<file path="config.mk">
export PLATFORM = sky130hd
export DESIGN_NAME = ifetch_queue
export DESIGN_NICKNAME = d
export VERILOG_FILES = /design/src/rtl/ifetch_queue.sv
export SDC_FILE = /design/constraint.sdc
export NUM_CORES = 1
export LEC_CHECK = 0
export BUFFER_PORTS_ARGS = -buffer_cell sky130_fd_sc_hd__buf_2
export CELL_PAD_IN_SITES_DETAIL_PLACEMENT = 0
export CELL_PAD_IN_SITES_GLOBAL_PLACEMENT = 1
export CORE_ASPECT_RATIO = 1.5
export CORE_MARGIN = 2
export CORE_UTILIZATION = 42
export DETAILED_ROUTE_END_ITERATION = 10
export PLACE_DENSITY_LB_ADDON = 0.1
export SETUP_SLACK_MARGIN = 0.5
export SYNTH_ARGS = -nofsm -noshare
export SYNTH_HDL_FRONTEND = slang
export SYNTH_SLANG_ARGS = --single-unit
</file>
<file path="constraint.sdc">
create_clock -name clk -period 2.84 [get_ports clk]
set_clock_uncertainty 0.05 [all_clocks]
set_input_delay 0.284 -clock clk [delete_from_list [all_inputs] [get_ports clk]]
set_output_delay 0.284 -clock clk [all_outputs]
set_load 0.005 [all_outputs]
</file>
<file path="src/rtl/ifetch_queue.sv">
// Instruction fetch front-end: owns the fetch PC, issues single-beat memory
// requests and queues returned words (with PC+4) ahead of the IF/ID buffer.
module ifetch_queue #(
    parameter int          DEPTH    = 4,
    parameter logic [31:0] RESET_PC = 32'h00000000
) (
    input  logic        clk,
    input  logic        rst,
    output logic        imem_req,
    output logic [31:0] imem_addr,
    input  logic        imem_ready,
    input  logic [31:0] imem_rdata,
    input  logic        redirect,
    input  logic [31:0] redirect_pc,
    input  logic        stall,
    output logic        out_valid,
    output logic [31:0] out_ins,
    output logic [31:0] out_pc4,
    output logic [31:0] out_jtarget,
    output logic        full,
    output logic        empty
);

    localparam int          AW         = $clog2(DEPTH);
    localparam logic [AW:0] FULL_COUNT = (AW+1)'(DEPTH);

    logic [31:0]   fetch_pc;
    logic [31:0]   pc_next;
    logic [31:0]   ins_q [DEPTH];
    logic [31:0]   pc4_q [DEPTH];
    logic [AW-1:0] rd_ptr;
    logic [AW-1:0] wr_ptr;
    logic [AW:0]   count;
    logic          push;
    logic          pop;

    // Request is withheld only at full, on redirect or in reset, so an
    // outstanding request and its address stay stable across wait states.
    assign imem_req  = !rst && !redirect && (count != FULL_COUNT);
    assign imem_addr = fetch_pc;
    assign pc_next   = fetch_pc + 32'd4;

    assign push = imem_req && imem_ready;
    assign pop  = out_valid && !stall;

    assign out_valid   = (count != '0) && !redirect;
    assign out_ins     = ins_q[rd_ptr];
    assign out_pc4     = pc4_q[rd_ptr];
    assign out_jtarget = {out_pc4[31:28], out_ins[25:0], 2'b00};
    assign full        = (count == FULL_COUNT);
    assign empty       = (count == '0);

    // Reset beats redirect, which beats any push/pop in the same cycle.
    always_ff @(posedge clk) begin
        if (rst) begin
            fetch_pc <= RESET_PC;
            rd_ptr   <= '0;
            wr_ptr   <= '0;
            count    <= '0;
        end else if (redirect) begin
            fetch_pc <= {redirect_pc[31:2], 2'b00};
            rd_ptr   <= '0;
            wr_ptr   <= '0;
            count    <= '0;
        end else begin
            if (push) begin
                fetch_pc <= pc_next;
                wr_ptr   <= wr_ptr + AW'(1);
            end
            if (pop) begin
                rd_ptr <= rd_ptr + AW'(1);
            end
            if (push && !pop) begin
                count <= count + (AW+1)'(1);
            end else if (pop && !push) begin
                count <= count - (AW+1)'(1);
            end
        end
    end

    always_ff @(posedge clk) begin
        if (push) begin
            ins_q[wr_ptr] <= imem_rdata;
            pc4_q[wr_ptr] <= pc_next;
        end
    end

endmodule

</file>
==> metrics.md <==
| Metric | Value |
|---|---|
| Outcome | `complete, no violations` |
| Min Tclk post-route | `~2.3 ns` |
| Crit path DAT | `1.97 ns` |
| CP max-delay cell | `mux4_2` |
| Most frequent cell after synthesis | `edfxtp_1` |
| Chip width | `140 um` |
| Gr usage total | `18.3%` |
| Clk root buf | `clkbuf_16` |
| DRT Wirelength | `~28000 um` |
| Distinct cell type count after synthesis | `51` |
| Reg2Reg Depth | `9` |
| Fin nets | `982` |
| Total die area | `0.0292 mm^2` |
| Worst R2R Setup Slack | `0.58 ns` |
| First-pass GRT wire length | `41100 um` |
| Peak VDD IR | `~0.40 mV` |
| Clock Latency Late Sink | `0.55 ns` |
| Worst path bufs/invs | `2` |
| Worst-path clk slew | `0.06 ns` |
| Max_slew headroom | `65.2%` |
| Hpwl dp | `16900 um` |
| Port Buf Inserts | `192` |
| CP max stage delay | `0.57 ns` |
| Pin count of the biggest net entering global routing | `51` |
| Kind of cell adding the most delay to the critical path | `multiplexers` |
| Synth Register Bits | `287` |
| Cell Area, Synth | `0.0117 mm^2` |
| Async S/R FF share, synth | `0%` |
| YS warnings | `0` |
| DRC viols | `0` |
| Power per cell area | `608 mW/mm^2` |
| Layout area overhead | `23.7%` |
| Starting DRT DRC Count | `440` |
| Tcrit/Tclk final | `81.1%` |
| Slew Limit Fails | `0` |
| Average size of a mapped cell | `roughly 17 um^2` |
| H-Tree Level Count | `1` |
| Row count | `74` |
| Die Ht | `roughly 210 um` |
| Crit-path cells | `buf_16, mux4_2, buf_2` |
| Leakage | `between 5 and 6 nW` |
| FMAX | `434 MHz` |
| Hold path depth | `3` |
| Clock Path Buffers | `3` |
| Routed Antenna Nets | `0` |
| Proportion of netlist area held by the largest area contributor | `roughly 64%` |
| Sum Neg Setup Slack | `0 ns` |
| Setup WS pre-CTS | `between 0.4 and 0.5 ns` |
| Starting utilization of the core area | `42.8%` |
| Hold Path Class | `input pin to flop` |
| Routed len/inst | `21.9 um` |
| Min-Delay Endpoint | `imem_addr[15]$_SDFFE_PP0P_` |
| Post-Syn Instances | `679` |
| Top cells by area, synth | `edfxtp_1 64%, mux4_2 12%, dfxtp_1 6.7%, buf_4 2.4%, xnor2_1 1.2%` |
| Post-synth top area cell | `edfxtp_1` |
| Final setup margin | `between 0.5 and 0.6 ns` |
| Vias in the first global route | `approximately 7000` |
| Worst-Margin Slew | `0.523 ns` |
| Vias | `just under 7000` |
| # Max-Cap Violations | `0` |
| Hold path startpoint | `redirect_pc[15]` |
| DR pass1 iterations | `6` |
| Num CTS Buffers | `28` |
| Total grt overflow | `0` |
| Post-synth top cells | `248 x edfxtp_1, 62 x mux4_2, 39 x dfxtp_1, 37 x buf_4, 31 x nor2_1` |
| Startpoint types | `flop` |
| Final setup violation count | `0` |
| Data required, critical path | `2.51 ns` |
| R2r endpoint | `count[2]$_SDFFE_PP0P_` |
| Setup crit end kind | `output port` |
| Worst flop-to-flop path startpoint | `count[0]$_SDFFE_PP0P_` |
| TritonCTS clock tree | `built` |
| Register area share after synthesis | `70.4%` |
| IO Pins | `201` |
| Share of cells above drive strength 1 | `between 30 and 40%` |
| Core area | `0.0273 mm^2` |
| Clock Sinks | `287` |
| Initial antenna violation count | `0` |
| Unrepaired setup endpoints after global routing | `yes` |
| Routability cong. | `0.801` |
| Vias per cell | `5.41` |
| Worst Path Max Fanout | `16` |
| Final Hold Fails | `0` |
| Ys flop type | `edfxtp_1` |
| Critical path class | `flop to output port` |
| Antenna fix cells | `0` |
| Post-synth EDFFs | `248` |
## report_power, final
part / total, mW / internal, mW / switching (mW) / leakage (nW)
sequential: 4.71 / 4.65 / 0.0670 / 2.56
combinational: 0.480 / 0.233 / 0.248 / 2.05
clock: 3.60 / 2.07 / 1.53 / 0.430
total: 8.80 / 6.95 / 1.85 / 5.04
## sequential cells by signal, indices dropped and copies added (netlist names), named ones only
register	cells
wr_ptr	2
rd_ptr	2
pc4_q	120
count	3
ins_q	128
imem_addr	30
## placed cells by master, fill, tap and decap left out, drive strengths merged, types with 19 or more instances in the layout
master and instances:
nand2 30, dlygate4sd3 47, nor2 32, mux4 62, edfxtp 248, buf 213
dfxtp 39, clkbuf 42, a31oi 19
## cells by family after synthesis
| family | synth area share [%] |
|---|---|
| AND/OR/NAND/NOR | 6.19 |
| other | 0.0321 |
| buffers and inverters | 3.93 |
| XOR/XNOR | 2.40 |
| multiplexers | 12.2 |
| flip-flops | 70.4 |
| AO/OA/AOI/OAI | 4.09 |
| adder cells (fa/ha/maj) | 0.813 |
## layer usage
layer / global-route usage [%] / wire length (um) / share of wire [%] / vias up
li1: - / - / - / 3105
met2: 33.1 / 14800 / 53 / 204
met4: 5.50 / 542 / 2.0 / 0
met1: 22.1 / 11000 / 39 / 3525
met3: 3.27 / 1430 / 5.1 / 31
met5: 0 / 0 / 0 / -
## area by class of cell
cell class | count | area, um^2
multi-input cells | 316 | 3100
repair buffers | 262 | 1760
well taps | 342 | 428
flip-flops and latches | 287 | 8240
fillers | 2272 | 12800
inverters | 11 | 41.3
clock buffers | 40 | 807
clock inverters | 12 | 101
## metrics by stage
stage | utilization [%] | instance area (um^2) | power (mW) | instances | hold WS (ns)
3_3_place_gp | 47.3 | 12900 | 5.21 | 1165 | 0.425
4_1_cts | 52.6 | 14400 | 8.89 | 1266 | 0.00962
6_report | 53.0 | 14500 | 8.80 | 1270 | 0.0257
2_1_floorplan | - | 11700 | 5.02 | 684 | 0.333
5_1_grt | 53.0 | 14500 | 9.10 | 1270 | 0.0388
3_5_place_dp | 47.3 | 12900 | 5.23 | 1165 | 0.453
## worst max-delay path by stage
stage | startpoint | endpoint | slack (ns) | cells after the start
global route | count[0]$_SDFFE_PP0P_ | count[2]$_SDFFE_PP0P_ | 0.43 | 9
finish | flop | out_jtarget[30] | 0.54 | 3
CTS | flop | out_pc4[11] | 0.45 | 3
global placement | redirect | count[2]$_SDFFE_PP0P_ | 0.47 | 10
detailed placement | redirect | count[2]$_SDFFE_PP0P_ | 0.42 | 10
floorplan | redirect | count[2]$_SDFFE_PP0P_ | 0.51 | 11
## repair_timing
| item | CTS | global route |
|---|---|---|
| resized for setup | 3 | 6 |
| hold buffers | 47 | 0 |
| buffers inserted | 1 | 0 |
| cloned | 1 | 4 |
| endpoints found under the setup margin | 93 | 115 |
| hold endpoints to repair | 143 | 0 |
## worst reg2reg max path, cell delays in order, from the launching register on
cell and delay (ns):
dfxtp_1 0.37, nor3_2 0.30, nor3_1 0.14, inv_1 0.09, ha_1 0.18, inv_1 0.06
fa_1 0.37, xor2_1 0.17, or3_1 0.31, a21oi_1 0.15
No activity file was read; power rests on OpenSTA's default activity.
